[config.mk]
export PLATFORM = sky130hd
export DESIGN_NAME = word_address_counter
export DESIGN_NICKNAME = d
export VERILOG_FILES = /design/src/rtl/word_address_counter_pkg.sv /design/src/rtl/word_address_counter_loadable_counter.sv /design/src/rtl/word_address_counter.sv
export SDC_FILE = /design/constraint.sdc
export NUM_CORES = 1
export LEC_CHECK = 0
export ABC_AREA = 1
export BUFFER_PORTS_ARGS = -buffer_cell sky130_fd_sc_hd__clkbuf_2
export CAP_MARGIN = 15
export CORE_MARGIN = 5
export CORE_UTILIZATION = 50
export DETAILED_ROUTE_END_ITERATION = 10
export GPL_TIMING_DRIVEN = 0
export PLACE_DENSITY = 0.85
export SETUP_SLACK_MARGIN = 0.02
export SKIP_CTS_REPAIR_TIMING = 1
export SLEW_MARGIN = 20
export SYNTH_ARGS = -nofsm -noshare
export SYNTH_HDL_FRONTEND = slang
export SYNTH_SLANG_ARGS = --single-unit
export TNS_END_PERCENT = 20
[constraint.sdc]
create_clock -name clk -period 2.4 [get_ports clk]
set_clock_uncertainty 0.05 [all_clocks]
set_input_delay 0.36 -clock clk [delete_from_list [all_inputs] [get_ports clk]]
set_output_delay 0.36 -clock clk [all_outputs]
set_load 0.005 [all_outputs]
[src/rtl/word_address_counter_pkg.sv]
// ---------------------------------------------------------------------------
// word_address_counter_pkg
// Shared definitions for the DMA address / word-count datapath:
//   - default data width
//   - instruction codes, word-count mode codes, transfer state encoding
//   - control register bit positions and counter slot indices
// ---------------------------------------------------------------------------
package word_address_counter_pkg;

    localparam int DEFAULT_DATA_LENGTH = 8;

    typedef enum logic [2:0] {
        INSTR_WCR    = 3'b000,  // write control register
        INSTR_RCR    = 3'b001,  // read control register
        INSTR_RWC    = 3'b010,  // read word counter
        INSTR_RAC    = 3'b011,  // read address counter
        INSTR_REINIT = 3'b100,  // reload counters from registers
        INSTR_LDA    = 3'b101,  // load address
        INSTR_LDWC   = 3'b110,  // load word count
        INSTR_ENC    = 3'b111   // enable counting
    } instr_t;

    typedef enum logic [1:0] {
        MODE_WC_ZERO      = 2'b00,  // word counter decrements towards zero
        MODE_WC_COMPARE   = 2'b01,  // word counter increments, compared externally
        MODE_ADDR_COMPARE = 2'b10,  // word counter holds the stop address
        MODE_CARRY_OUT    = 2'b11   // word counter increments to carry-out
    } mode_t;

    typedef enum logic [1:0] {
        ST_IDLE     = 2'b00,
        ST_ACTIVE   = 2'b01,
        ST_COMPLETE = 2'b10
    } state_t;

    // Control register layout
    localparam int CTRL_WIDTH    = 3;
    localparam int CTRL_MODE_LSB = 0;
    localparam int CTRL_MODE_MSB = 1;
    localparam int CTRL_DIR      = 2;

    // Counter slots inside the top-level counter array
    localparam int NUM_COUNTERS = 2;
    localparam int CNT_ADDR     = 0;
    localparam int CNT_WORD     = 1;

endpackage

[src/rtl/word_address_counter_loadable_counter.sv]
// ---------------------------------------------------------------------------
// loadable_counter
// Up/down counter with synchronous load. Load has priority over counting.
// Ports:
//   clk, rst    : clock and synchronous active-high reset (count -> 0)
//   load        : load load_value on the next edge
//   load_value  : value to load
//   en          : counting allowed this cycle
//   down        : 1 = subtract step, 0 = add step
//   step        : 1-bit step size (carry-in)
//   count       : current counter contents
// ---------------------------------------------------------------------------
module loadable_counter #(
    parameter int DATA_LENGTH = 8
) (
    input  logic                   clk,
    input  logic                   rst,
    input  logic                   load,
    input  logic [DATA_LENGTH-1:0] load_value,
    input  logic                   en,
    input  logic                   down,
    input  logic                   step,
    output logic [DATA_LENGTH-1:0] count
);

    logic [DATA_LENGTH-1:0] count_reg;
    logic [DATA_LENGTH-1:0] step_ext;

    assign step_ext = {{(DATA_LENGTH-1){1'b0}}, step};

    always_ff @(posedge clk) begin
        if (rst) begin
            count_reg <= '0;
        end else if (load) begin
            count_reg <= load_value;
        end else if (en) begin
            // Natural modulo-2^N wrap in both directions
            count_reg <= down ? (count_reg - step_ext) : (count_reg + step_ext);
        end
    end

    assign count = count_reg;

endmodule

[src/rtl/word_address_counter.sv]
// ---------------------------------------------------------------------------
// word_address_counter
// Am2940-style DMA address / word-count datapath. Holds the control register,
// address register/counter and word-count register/counter, executes 3-bit
// instructions and tracks the transfer state (IDLE / ACTIVE / COMPLETE).
// Ports:
//   clk, rst       : clock, synchronous active-high reset
//   instr          : instruction code
//   data_in        : data bus write value
//   data_out       : data bus read value (combinational, 0 unless reading)
//   data_oe        : high for read instructions RCR/RWC/RAC
//   aci, cinwc     : address / word count carry-in (step enable)
//   done           : transfer complete from external circuitry
//   ctrl_mode      : control register mode bits
//   next_address   : address counter contents
//   next_word_cnt  : word counter contents
//   word_cnt       : word count register contents
//   active         : transfer is active
// Optional (macro CARRY_OUT_EN):
//   aco, wco       : address / word counter carry-out at terminal value
// ---------------------------------------------------------------------------
module word_address_counter
    import word_address_counter_pkg::*;
#(
    parameter int DATA_LENGTH = DEFAULT_DATA_LENGTH
) (
    input  logic                   clk,
    input  logic                   rst,
    input  logic [2:0]             instr,
    input  logic [DATA_LENGTH-1:0] data_in,
    output logic [DATA_LENGTH-1:0] data_out,
    output logic                   data_oe,
    input  logic                   aci,
    input  logic                   cinwc,
    input  logic                   done,
    output logic [1:0]             ctrl_mode,
    output logic [DATA_LENGTH-1:0] next_address,
    output logic [DATA_LENGTH-1:0] next_word_cnt,
    output logic [DATA_LENGTH-1:0] word_cnt,
`ifdef CARRY_OUT_EN
    output logic                   aco,
    output logic                   wco,
`endif
    output logic                   active
);

    logic [CTRL_WIDTH-1:0]  ctrl_reg;
    logic [DATA_LENGTH-1:0] addr_reg;
    logic [DATA_LENGTH-1:0] wc_reg;
    state_t                 state_reg;
    state_t                 state_next;

    mode_t                  mode;
    logic                   dir;
    logic                   count_active;
    logic [DATA_LENGTH-1:0] wc_src;

    logic [NUM_COUNTERS-1:0]                  cnt_load;
    logic [NUM_COUNTERS-1:0][DATA_LENGTH-1:0] cnt_value;
    logic [NUM_COUNTERS-1:0]                  cnt_en;
    logic [NUM_COUNTERS-1:0]                  cnt_down;
    logic [NUM_COUNTERS-1:0]                  cnt_step;
    logic [NUM_COUNTERS-1:0][DATA_LENGTH-1:0] cnt_q;

    assign mode = mode_t'(ctrl_reg[CTRL_MODE_MSB:CTRL_MODE_LSB]);
    assign dir  = ctrl_reg[CTRL_DIR];

    // ---------------- registers ----------------
    always_ff @(posedge clk) begin
        if (rst) begin
            ctrl_reg <= '0;
            addr_reg <= '0;
            wc_reg   <= '0;
        end else begin
            if (instr == INSTR_WCR) begin
                ctrl_reg <= data_in[CTRL_WIDTH-1:0];
            end
            if (instr == INSTR_LDA) begin
                addr_reg <= data_in;
            end
            if (instr == INSTR_LDWC) begin
                wc_reg <= data_in;
            end
        end
    end

    // ---------------- transfer state machine ----------------
    always_ff @(posedge clk) begin
        if (rst) begin
            state_reg <= ST_IDLE;
        end else begin
            state_reg <= state_next;
        end
    end

    always_comb begin
        state_next = state_reg;
        case (instr)
            INSTR_REINIT,
            INSTR_LDWC: state_next = ST_ACTIVE;
            INSTR_ENC: begin
                // done only matters while actively counting
                if (state_reg == ST_ACTIVE && done) begin
                    state_next = ST_COMPLETE;
                end
            end
            default: state_next = state_reg;
        endcase
    end

    // ---------------- counter control ----------------
    // The completing ENC edge still counts: gating uses the current state.
    assign count_active = (instr == INSTR_ENC) && (state_reg == ST_ACTIVE);

    always_comb begin
        cnt_load  = '0;
        cnt_value = '0;
        cnt_en    = '0;
        cnt_down  = '0;
        cnt_step  = '0;

        cnt_load[CNT_ADDR]  = (instr == INSTR_LDA) || (instr == INSTR_REINIT);
        cnt_value[CNT_ADDR] = (instr == INSTR_LDA) ? data_in : addr_reg;
        cnt_en[CNT_ADDR]    = count_active;
        cnt_down[CNT_ADDR]  = dir;
        cnt_step[CNT_ADDR]  = aci;

        // Up-counting modes start from zero; the other modes load the count
        wc_src              = (instr == INSTR_LDWC) ? data_in : wc_reg;
        cnt_load[CNT_WORD]  = (instr == INSTR_LDWC) || (instr == INSTR_REINIT);
        cnt_value[CNT_WORD] = (mode == MODE_WC_ZERO || mode == MODE_ADDR_COMPARE)
                              ? wc_src : '0;
        cnt_en[CNT_WORD]    = count_active && (mode != MODE_ADDR_COMPARE);
        cnt_down[CNT_WORD]  = (mode == MODE_WC_ZERO);
        cnt_step[CNT_WORD]  = cinwc;
    end

    genvar gi;
    generate
        for (gi = 0; gi < NUM_COUNTERS; gi++) begin : g_counter
            loadable_counter #(
                .DATA_LENGTH (DATA_LENGTH)
            ) u_counter (
                .clk        (clk),
                .rst        (rst),
                .load       (cnt_load[gi]),
                .load_value (cnt_value[gi]),
                .en         (cnt_en[gi]),
                .down       (cnt_down[gi]),
                .step       (cnt_step[gi]),
                .count      (cnt_q[gi])
            );
        end
    endgenerate

    // ---------------- read path ----------------
    always_comb begin
        data_out = '0;
        data_oe  = 1'b0;
        if (!rst) begin
            case (instr)
                INSTR_RCR: begin
                    data_out = {{(DATA_LENGTH-CTRL_WIDTH){1'b0}}, ctrl_reg};
                    data_oe  = 1'b1;
                end
                INSTR_RWC: begin
                    data_out = cnt_q[CNT_WORD];
                    data_oe  = 1'b1;
                end
                INSTR_RAC: begin
                    data_out = cnt_q[CNT_ADDR];
                    data_oe  = 1'b1;
                end
                default: begin
                    data_out = '0;
                    data_oe  = 1'b0;
                end
            endcase
        end
    end

`ifdef CARRY_OUT_EN
    always_comb begin
        aco = 1'b0;
        wco = 1'b0;
        if (!rst) begin
            aco = aci & (dir ? (cnt_q[CNT_ADDR] == '0) : (&cnt_q[CNT_ADDR]));
            case (mode)
                MODE_WC_ZERO:      wco = cinwc & (cnt_q[CNT_WORD] == '0);
                MODE_ADDR_COMPARE: wco = 1'b0;
                default:           wco = cinwc & (&cnt_q[CNT_WORD]);
            endcase
        end
    end
`endif

    assign ctrl_mode     = ctrl_reg[CTRL_MODE_MSB:CTRL_MODE_LSB];
    assign next_address  = cnt_q[CNT_ADDR];
    assign next_word_cnt = cnt_q[CNT_WORD];
    assign word_cnt      = wc_reg;
    assign active        = (state_reg == ST_ACTIVE);

endmodule
After elaboration in Yosys (flattened, before gate mapping)
Cells that the tools add are included.

cells by class
  eq/ne operators = 11
  muxes and demuxes = 15
  reductions and logical operators = 14
  add/subtract/negate cells = 4

operators by type and width
  cell                                                  number
  2-to-1 mux 8 bit                                      10
  case mux 8 bit (3 select lines)                       1
  adder 8 x 1 -> 8 bit                                  2
  subtractor 8 x 1 -> 8 bit                             2
  equality test 3 bit (second input constant)           4
  equality test 3 x 2 -> 1 bit (second input constant)  2
  nonzero test 2 bit                                    3
  inequality test 2 bit (second input constant)         2
  case mux 2 bit (2 select lines)                       1
  equality test 3 x 1 -> 1 bit (second input constant)  1
  logical AND 1 bit                                     3
  zero test 3 bit                                       1
  logical OR 1 bit                                      3
  OR reduction 3 bit                                    1
  equality test 2 x 1 -> 1 bit (second input constant)  1
  equality test 2 bit (second input constant)           1
  zero test 2 bit                                       1
  2-to-1 mux 1 bit                                      2
  2-to-1 mux 2 bit                                      1
  AND reduction 2 bit                                   1
  OR reduction 2 bit                                    1

word-level totals
  flip-flop bits (word level) = 37
  output and inout port bits = 36

Logic depth before layout (Yosys ltp)
Gate-level depths: netlist of run 1.

  word-level depth = 5
  gate-level depth with buffers = 12

Hierarchy
From an unflattened synthesis of run 1, not the netlist that was laid out.

unflattened totals
  cell total of the unflattened synthesis = 384
  area total of the unflattened synthesis = 2491.1 µm²

modules (own cells, without submodules)
  module                                      area an instance (µm²)  cells an instance  sequential area each (µm²)  instances
  word_address_counter                        1102.3                  181                420.4                       1
  loadable_counter at g_counter[0].u_counter  721.9                   102                160.2                       1
  loadable_counter at g_counter[1].u_counter  666.9                   101                160.2                       1

Worst setup path after synthesis of run 1
Ideal clock, no wire load.

  path type = register -> register
  start point = register ctrl_reg[0]
  end point = register g_counter[1].u_counter.count_reg[4]
  buffers on the path = 0
  setup slack = 0.129 ns
  arrival time = 2.110 ns
  stages on the path, launching flop included = 10
  library setup time = 0.110 ns
  path through = dfxtp_1 o21ai_0 ha_1 a21oi_1 nand2_1 or2_2 nand3_1 nand3_2 nand3_1 inv_1

between the ends
  word-level cells in the longest chain between the ends = 4

ends and longest elaborated chain
  what                                                    line                                                                      text
  start: declaration                                      word_address_counter.sv:47                                                logic [CTRL_WIDTH-1:0] ctrl_reg;
  start signal: assignment                                word_address_counter.sv:76                                                ctrl_reg <= data_in[CTRL_WIDTH-1:0];
  zero test 2 bit or equality test 2 bit (tied branches)  word_address_counter.sv:131, word_address_counter.sv:134
  2-to-1 mux 8 bit or logical OR 1 bit (tied branches)    word_address_counter_loadable_counter.sv:38, word_address_counter.sv:131
  2-to-1 mux 8 bit (on tied branches)                     word_address_counter_loadable_counter.sv:36, word_address_counter.sv:132
  2-to-1 mux 8 bit                                        word_address_counter_loadable_counter.sv:34                               end else if (load) begin
  end signal: assignment                                  word_address_counter_loadable_counter.sv:35                               count_reg <= load_value;
  end signal: assignment                                  word_address_counter_loadable_counter.sv:38                               count_reg <= down ? (count_reg - step_ext) : (count_reg + step_ext);
  end: declaration                                        word_address_counter_loadable_counter.sv:26                               logic [DATA_LENGTH-1:0] count_reg;

Several ways; a longest one is shown, not always the timed one. The select of a mux whose other input is x is not followed.
A chain may end at the register's enable or synchronous reset.

Worst setup path in the final report of run 1
Same ends and word-level chain as after synthesis.

==> results of run 1 <==
==> layout by cell type (no fill, tap or decap), types with 3 or more instances in the layout <==
master,synthesis,routed
nand2_1,93,93
inv_1,63,63
clkbuf_2,0,50
nor2_1,48,48
dfxtp_1,37,37
a21oi_1,27,27
nand3_1,20,20
ha_1,15,15
o21ai_1,14,14
o21ai_0,13,12
clkbuf_8,0,6
a22oi_1,5,5
nor3_1,5,5
o21a_1,4,4
clkbuf_1,3,3
inv_2,3,3
nor3_2,3,3
inv_4,3,3
nand3b_1,3,3
xor2_1,3,3
==> Yosys cell counts, drive strengths merged <==
master,count,area share [%]
nand2,98,16
inv,69,10
nor2,49,7.3
dfxtp,37,29
o21ai,28,5.7
a21oi,27,5.3
nand3,23,5.7
ha,15,7.4
nor3,8,2.2
a22oi,5,1.5
buf,5,1.6
o21a,4,1.2
clkbuf,3,0.44
nand3b,3,0.88
or2,3,0.74
xor2,3,1.0
fa,2,1.6
a21o,1,0.30
and2,1,0.25
nand4,1,0.25
o211ai,1,0.30
o22a,1,0.34
o31ai,1,0.30
xnor2,1,0.34
==> layer usage <==
| metal | vias to the layer above | wire length [um] | track usage (%) |
|---|---|---|---|
| met5 | - | 0 | 0 |
| met4 | 0 | 141 | 7.77 |
| met3 | 16 | 337 | 3.99 |
| met2 | 76 | 3150 | 37.0 |
| met1 | 1187 | 2830 | 25.6 |
| li1 | 1346 | - | - |
==> path summary, 6_finish.rpt <==
kind              cells past startpoint                         endpoint
setup reg to reg                      9  g_counter[1].u_counter.count[4]
hold reg to reg                       2                     state_reg[0]
setup / recovery                      9  g_counter[1].u_counter.count[4]
hold / removal                        3                      ctrl_reg[2]
==> layout make-up <==
| cell class | count | area, um^2 |
|---|---|---|
| inverters | 69 | 267 |
| flip-flops and latches | 37 | 741 |
| clock inverters | 2 | 37.5 |
| repair buffers | 50 | 250 |
| plain buffers | 8 | 52.6 |
| multi-input cells | 275 | 1490 |
| clock buffers | 6 | 82.6 |
| well taps | 70 | 87.6 |
| fillers | 494 | 2000 |
==> worst max-delay path: cells and delay by family (launching register included) <==
| kind | cells | cell delay [ns] |
|---|---|---|
| compound gates | 2 | 0.55 |
| flops | 1 | 0.37 |
| simple gates | 5 | 0.57 |
| fa+ha+maj | 1 | 0.36 |
| buf+inv | 1 | 0.04 |
==> cell families after synthesis <==
kind of cell    after synthesis
xor+xnor                      4
compound gates               68
simple gates                186
buf+inv                      77
flops                        37
fa+ha+maj                    17
==> where the power goes <==
group          internal (mW)  switching, mW
registers              0.657         0.0440
logic                  0.210          0.313
clock network          0.338          0.232
total                   1.20          0.589
==> impl_results.md, run 1 <==
- Status: finished, final reports clean
- NumNets Final: between 400 and 500
- Port bufs: 50
- Min Clock Period, post-route: around 2.0 ns
- Netlist cell types: 38
- Number of global-route vias before repair: 2540
- IO Pins: between 50 and 60
- Clock Root Buffer: clkbuf_8
- Final Hold Fails: 0
- Clock transition at path regs: about 0.080 ns
- CP Capture Type: register
- Mean post-synth cell area: 6.54 um^2
- Standard-cell rows: 26
- Number of flip-flops in the largest register: 16
- Iter 0 DRT Violations: 180
- Post-layout util: between 60% and 70%
- First-pass GRT wire length: around 11000 um
- PnR Total Power: around 1.8 mW
- Yosys warnings: 0
- H-tree depth: 2
- WP data required: 2.54 ns
- Seq cells post-synth: 37
- Final setup viols: 0
- Layout Cells excl Fill: between 500 and 600
- DP Cell Count: between 500 and 600
- Compound-gate portion of the synthesized area: 14.8%
- Syn Nets: 422
- Post-route cell area: between 3000 and 4000 um^2
- Crit path kind: reg -> reg
- Post-Synth XOR/XNOR Area: under 10%
- Area Growth Syn to Fin: 18.1%
- Worst Path Arrival: around 2.2 ns
- GPL Wtd Cong: 0.872
- Hpwl dp: ~5300 um
- Worst hold slack: roughly 0.28 ns
- Power Dens Cells: roughly 600 nW/um^2
- Layout cells sized above 1: between 10% and 20%
- Die W: 81.3 um
- Routed vias/inst: ~5.1
- Pin count of the biggest net entering global routing: 13
- R2r setup slk: between 0.3 and 0.4 ns
- Syn Inst Count: ~400
- Min-Delay Path Class: in -> reg
- Least-Margin Pin Slew: a little over 0.5 ns
- Chip height: 81.3 um
- Vias: 2625
- RSZ-0062 raised after global routing: false
- Slowest cell on the critical path: o21ai_2
- Max frequency: 490 MHz
- Critical path's most frequent cell: nand3_1
- CTS Sinks: 37
- Adder-cell share of the synthesized area: about 8.9%
- Initial antenna violation count: 0
- GRT overflow: 0
- Clk_lat worst skew: just under 0.3 ns
- CP cell instances: o21ai_2 -> ha_1 -> a21oi_1 -> nand2_1 -> or2_2 -> nand3_1 -> nand3_2 -> nand3_1 -> inv_1
- Final wirelength: around 6500 um
- Seq/Total Area, Yosys: between 20% and 30%
- TNS Setup: 0 ns
- Mapped Area: ~2500 um^2
- Gr usage total: 21.2%
- # diodes: 0
- TritonCTS clock tree: yes
- Area after DPL: roughly 2900 um^2
- Rel. slew slack: approximately two thirds
- Fraction of synthesized area in multiplexers: 0%
- Worst Setup SP: ctrl_reg[0]
- RR Startpoint: ctrl_reg[0]
- Final period util: ~85%
- TritonCTS buffer count: 5
- Crit start category: register
- Die area: approximately 6600 um^2
- Post-DRT Antenna Nets: 0
- P_leak: 1.61 nW
- DR pass1 iterations: 5
- Min-delay src: data_in[2]
- Slew Viols, Final: 0
- CP peak stage delay: around 0.41 ns
- Core Area: 5010 um^2
- Simple-gate share of the synthesized area: between 30% and 40%
- Max Cap Viol: 0
- Maximum clock path buffer count: 2
- Number of remaining DRC errors: 0
- Drt wl/cell: roughly 12 um
- Worst slack, placed: -0.206 ns
- Largest family of logic cells by synthesized area: simple AND/OR/NAND/NOR gates
- Final WS setup: 0.361 ns
- Initial Util: between 50% and 60%
- Critical path peak fanout: 9
- VDD IR max: 0.000283 V
Note: power is estimated with default switching activity, not from simulation.
==> run 2: changes to the inputs <==
--- a/config.mk
+++ b/config.mk
@@ -9,10 +9,10 @@
 export BUFFER_PORTS_ARGS = -buffer_cell sky130_fd_sc_hd__clkbuf_2
 export CAP_MARGIN = 15
 export CORE_MARGIN = 5
-export CORE_UTILIZATION = 50
+export CORE_UTILIZATION = 55
 export DETAILED_ROUTE_END_ITERATION = 10
 export GPL_TIMING_DRIVEN = 0
-export PLACE_DENSITY = 0.85
+export PLACE_DENSITY = 0.88
 export SETUP_SLACK_MARGIN = 0.02
 export SKIP_CTS_REPAIR_TIMING = 1
 export SLEW_MARGIN = 20
==> constraint.sdc (replaced) <==
create_clock -name clk -period 1.9 [get_ports clk]
set_clock_uncertainty 0.05 [all_clocks]
set_input_delay 0.285 -clock clk [delete_from_list [all_inputs] [get_ports clk]]
set_output_delay 0.285 -clock clk [all_outputs]
set_load 0.005 [all_outputs]
==> impl_results.md, run 2 (synthesis gave the netlist of run 1 again) <==
- Number of global-route vias before repair: 2532 (was 2540)
- Area after DPL: 2860 um^2 (was 2880 um^2)
- Max Cap Viol: 0 (unchanged)
- Power Dens Cells: 695 nW/um^2 (was 597 nW/um^2)
- Iter 0 DRT Violations: 241 (was 180)
- VDD IR max: 0.000413 V (was 0.000283 V)
- Die W: 78.0 um (was 81.3 um)
- Drt wl/cell: 13.4 um (was 12.5 um)
- Routed vias/inst: 5.31 (was 5.08)
- Slew Viols, Final: 0 (unchanged)
- Layout cells sized above 1: 21.2% (was 18.8%)
- Worst Path Arrival: 1.96 ns (was 2.18 ns)
- Gr usage total: 22.0% (was 21.2%)
- H-tree depth: 2 (unchanged)
- Critical path's most frequent cell: nand3_1 (unchanged)
- GRT overflow: 0 (unchanged)
- IO Pins: 52 (unchanged)
- Crit path kind: reg -> reg (unchanged)
- Standard-cell rows: 24 (was 26)
- # diodes: 0 (unchanged)
- Area Growth Syn to Fin: 18.7% (was 18.1%)
- Met1 usage: 25.2% (was 25.6%)
- Rel. slew slack: 66.0% (was 65.6%)
- TritonCTS buffer count: 5 (unchanged)
- Chip height: 78.0 um (was 81.3 um)
- TNS Setup: 0 ns (unchanged)
- GR peak layer: met2 (unchanged)
- Port bufs: 50 (unchanged)
- Number of remaining DRC errors: 0 (unchanged)
- Hpwl dp: 5350 um (was 5250 um)
- RSZ-0062 raised after global routing: true (was false)
- Maximum clock path buffer count: 2 (unchanged)
- Min-Delay Path Class: in -> reg (unchanged)
- TritonCTS clock tree: yes (unchanged)
- Final Hold Fails: 0 (unchanged)
- Met3 Resource Use GR: 3.43% (was 3.99%)
- Critical path peak fanout: 7 (was 9)
- Vias: 2654 (was 2625)
- First-pass GRT wire length: 11000 um (was 11100 um)
- CP peak stage delay: 0.39 ns (was 0.41 ns)
- NumNets Final: 480 (was 479)
- P_leak: 1.60 nW (was 1.61 nW)
- Fillers: 386 (was 494)
- Max frequency: 547 MHz (was 490 MHz)
- DR pass1 iterations: 4 (was 5)
- CP cell instances: o21ai_4 -> ha_1 -> nand3_1 -> nand2_1 -> or2_2 -> nand3_1 -> nand3_2 -> nand3_1 -> inv_1 (was o21ai_2 -> ha_1 -> a21oi_1 -> nand2_1 -> or2_2 -> nand3_1 -> nand3_2 -> nand3_1 -> inv_1)
- Crit start category: register (unchanged)
- Initial Util: 57.7% (was 50.8%)
- Clk_lat worst skew: 0.29 ns (about the same)
- Die area: 6090 um^2 (was 6620 um^2)
- Number of flip-flops in the largest register: 16 (unchanged)
- Post-route cell area: 3020 um^2 (was 3010 um^2)
- Slowest cell on the critical path: dfxtp_4 (was o21ai_2)
- Final wirelength: 6720 um (was 6460 um)
- Initial antenna violation count: 0 (unchanged)
- Commonest non-fill, non-tap cell in the layout: nand2_1 (unchanged)
- Post-DRT Antenna Nets: 0 (unchanged)
- Final period util: 96.2% (was 85.0%)
- CTS Sinks: 37 (unchanged)
- WP data required: 2.03 ns (was 2.54 ns)
- Pin count of the biggest net entering global routing: 12 (was 13)
- Least-Margin Pin Slew: 0.510 ns (was 0.515 ns)
- Highest-count cells in the layout ignoring fill and taps: 92 x nand2_1, 62 x inv_1, 50 x clkbuf_2 (was 93 x nand2_1, 63 x inv_1, 50 x clkbuf_2)
- Final setup viols: 0 (unchanged)
- Status: finished, final reports clean (unchanged)
- Min Clock Period, post-route: 1.83 ns (was 2.04 ns)
- Met2 Usage GRT: 40.7% (was 37.0%)
- Clock Root Buffer: clkbuf_8 (unchanged)
- CP Capture Type: register (unchanged)
- PnR Total Power: 2.10 mW (was 1.79 mW)
- Core Area: 4410 um^2 (was 5010 um^2)
- GPL Wtd Cong: 0.855 (was 0.872)
- Clock transition at path regs: 0.07 ns (was 0.08 ns)
## run 2: report_power, final
part,leakage (nW),internal [mW],switching (mW)
clock network,0.0450,0.254,0.264
logic,1.25,0.279,0.413
registers,0.305,0.830,0.0611
## run 2: final timing paths
| kind | from | slack (ns) | cells after the start | endpoint |
|---|---|---|---|---|
| max | ctrl_reg[1] | 0.07 | 9 | g_counter[1].u_counter.count[4] |
| min | done | 0.22 | 3 | state_reg[1] |
| max reg2reg | ctrl_reg[1] | 0.07 | 9 | g_counter[1].u_counter.count[4] |
| min reg2reg | state_reg[0] | 0.43 | 2 | state_reg[0] |
## run 2: cell type report
class	count	area, um^2	area share (%)
repair buffers	50	250	8.28
clock buffers	6	72.6	2.40
inverters	69	267	8.82
clock inverters	2	10.0	0.331
multi-input cells	276	1560	51.6
flip-flops and latches	37	747	24.7
plain buffers	8	52.6	1.74
well taps	52	65.1	2.15
## run 2: critical path, delay by kind of cell, from the launching register on
family | cells | cell delay (ns)
compound gates | 1 | 0.26
buf+inv | 1 | 0.04
fa+ha+maj | 1 | 0.32
flops | 1 | 0.39
simple gates | 6 | 0.68
## run 2: through the flow
step	utilization, %	setup WS (ns)	instances	hold WS [ns]
floorplan	-	0.0517	389	0.370
global placement	64.9	-0.101	491	0.401
detailed placement	64.9	-0.150	491	0.426
CTS	66.8	-0.171	499	0.215
global route	68.5	-0.0208	500	0.220
finish	68.5	0.0731	500	0.217
## run 2: per-layer routing
metal | vias to the layer above | part of all wire [%]
li1 | 1353 | -
met2 | 63 | 52
met3 | 19 | 4.7
met4 | 0 | 2.8
met5 | - | 0
met1 | 1219 | 40
==> run 3: changes to the inputs <==
--- a/config.mk
+++ b/config.mk
@@ -6,13 +6,12 @@
 export NUM_CORES = 1
 export LEC_CHECK = 0
 export ABC_AREA = 1
-export BUFFER_PORTS_ARGS = -buffer_cell sky130_fd_sc_hd__clkbuf_2
 export CAP_MARGIN = 15
 export CORE_MARGIN = 5
 export CORE_UTILIZATION = 55
 export DETAILED_ROUTE_END_ITERATION = 10
-export GPL_TIMING_DRIVEN = 0
-export PLACE_DENSITY = 0.88
+export DONT_BUFFER_PORTS = 1
+export PLACE_DENSITY = 0.78
 export SETUP_SLACK_MARGIN = 0.02
 export SKIP_CTS_REPAIR_TIMING = 1
 export SLEW_MARGIN = 20
==> impl_results.md, run 3 (synthesis gave the netlist of run 1 again) <==
- IO Pins: 52 (unchanged)
- Max Cap Viol: 0 (unchanged)
- Highest-count cells in the layout ignoring fill and taps: 92 x nand2_1, 62 x inv_1, 48 x nor2_1 (was 92 x nand2_1, 62 x inv_1, 50 x clkbuf_2)
- PnR Total Power: 2.13 mW (was 2.10 mW)
- Max frequency: 552 MHz (was 547 MHz)
- Drt wl/cell: 14.7 um (was 13.4 um)
- Port bufs: 0 (was 50)
- Status: finished with violations (was finished, final reports clean)
- CTS Sinks: 37 (unchanged)
- Clk_lat worst skew: 0.30 ns (was 0.29 ns)
- WP data required: 2.05 ns (was 2.03 ns)
- Pin count of the biggest net entering global routing: 32 (was 12)
- Crit start category: register (unchanged)
- Layout cells sized above 1: 12.7% (was 21.2%)
- CP cell instances: o21ai_4 -> ha_1 -> nand3_1 -> nand2_1 -> or2_2 -> nand3_1 -> nand3_2 -> nand3_1 -> inv_1 (unchanged)
- Post-layout util: 67.5% (was 68.5%)
- Standard-cell rows: 24 (unchanged)
- GRT overflow: 0 (unchanged)
- Post-DRT Antenna Nets: 0 (unchanged)
- Chip height: 78.0 um (unchanged)
- Maximum clock path buffer count: 2 (unchanged)
- DP Cell Count: 444 (was 491)
- Number of flip-flops in the largest register: 16 (unchanged)
- Layout Cells excl Fill: 469 (was 500)
- H-tree depth: 2 (unchanged)
- TNS Setup: 0 ns (unchanged)
- NumNets Final: 449 (was 480)
- # diodes: 0 (unchanged)
- Crit path kind: reg -> reg (unchanged)
- Initial antenna violation count: 0 (unchanged)
- First-pass GRT wire length: 10800 um (was 11000 um)
- Final wirelength: 6910 um (was 6720 um)
- Final Hold Fails: 3 (was 0)
- CP Capture Type: register (unchanged)
- Worst slack, placed: 0.0221 ns (was -0.150 ns)
- Rel. slew slack: 65.4% (was 66.0%)
- Die area: 6090 um^2 (unchanged)
- Critical path's most frequent cell: nand3_1 (unchanged)
- Worst Path Arrival: 1.96 ns (about the same)
- Min Clock Period, post-route: 1.81 ns (was 1.83 ns)
- Iter 0 DRT Violations: 128 (was 241)
- Number of global-route vias before repair: 2259 (was 2532)
- Min-Delay Path Class: in -> reg (unchanged)
- Area Growth Syn to Fin: 17.0% (was 18.7%)
- TritonCTS buffer count: 5 (unchanged)
- Final setup viols: 0 (unchanged)
- RSZ-0062 raised after global routing: true (unchanged)
- WP buf/inv: 1 (unchanged)
- Clock Root Buffer: clkbuf_8 (unchanged)
- Power Dens Cells: 714 nW/um^2 (was 695 nW/um^2)
- Least-Margin Pin Slew: 0.517 ns (was 0.510 ns)
- Hpwl dp: 5060 um (was 5350 um)
- Slew Viols, Final: 0 (unchanged)
- Gr usage total: 21.7% (was 22.0%)
- Commonest non-fill, non-tap cell in the layout: nand2_1 (unchanged)
- Worst path top cell family by delay: simple AND/OR/NAND/NOR gates (unchanged)
- Clock transition at path regs: 0.08 ns (was 0.07 ns)
- VDD IR max: 0.000388 V (was 0.000413 V)
- Routed vias/inst: 5.37 (was 5.31)
- Final period util: 95.3% (was 96.2%)
- P_leak: 1.52 nW (was 1.60 nW)
- Critical path peak fanout: 6 (was 7)
- GPL Wtd Cong: 0.885 (was 0.855)
- Die W: 78.0 um (unchanged)
- Final WS setup: 0.0891 ns (was 0.0731 ns)
- TritonCTS clock tree: yes (unchanged)
- Slowest cell on the critical path: dfxtp_2 (was dfxtp_4)
- Fillers: 385 (was 386)
- CP peak stage delay: 0.34 ns (was 0.39 ns)
- Worst hold slack: -0.00252 ns (was 0.217 ns)
- DR pass1 iterations: 4 (unchanged)
- Core Area: 4410 um^2 (unchanged)
- Number of remaining DRC errors: 0 (unchanged)
- Failing checks: negative hold slack
- Initial Util: 57.7% (unchanged)
- Vias: 2520 (was 2654)
run 3: report_power, final:
group          internal [mW]  switching, mW
Sequential             0.830         0.0548
Combinational          0.282          0.388
Clock                  0.260          0.312
Total                   1.37          0.755
run 3: path summary, 6_finish.rpt:
check / startpoint / endpoint / slack (ns) / cells past startpoint
max reg2reg: ctrl_reg[1] / g_counter[1].u_counter.count[4] / 0.09 / 9
min: rst / g_counter[0].u_counter.count[6] / -0.003 / 1
max: ctrl_reg[1] / g_counter[1].u_counter.count[4] / 0.09 / 9
min reg2reg: g_counter[0].u_counter.count[6] / g_counter[0].u_counter.count[6] / 0.47 / 2
run 3: stage by stage:
stage	hold slack (ns)	cell area, um^2
final	-0.00252	2980
after global routing	-0.00685	2980
after CTS	-0.00550	2730
after detailed placement	0.310	2640
after global placement	0.307	2640
after floorplan	0.370	2550
run 3: cell type report:
cell class,count,area [um^2],share of cell area (%)
clock inverter,3,21.3,0.714
timing repair buffer,28,251,8.45
multi-input combinational,275,1560,52.5
tap,52,65.1,2.18
sequential,37,742,24.9
clock buffer,5,68.8,2.31
inverter,69,267,8.95
run 3: metal layers:
layer | vias up | share of wire (%) | global-route usage [%] | routed length, um
met3 | 16 | 6.9 | 6.06 | 475
met4 | 0 | 2.4 | 7.43 | 167
met5 | - | 0 | 0 | 0
met2 | 73 | 50 | 37.4 | 3460
met1 | 1141 | 41 | 25.8 | 2810
li1 | 1290 | - | - | -
run 3: worst register-to-register path, stage by stage (launching register included):
cell and delay (ns):
dfxtp_2 0.34, o21ai_4 0.27, ha_1 0.33, nand3_1 0.10
nand2_1 0.08, or2_2 0.28, nand3_1 0.08, nand3_2 0.06
nand3_1 0.07, inv_1 0.04
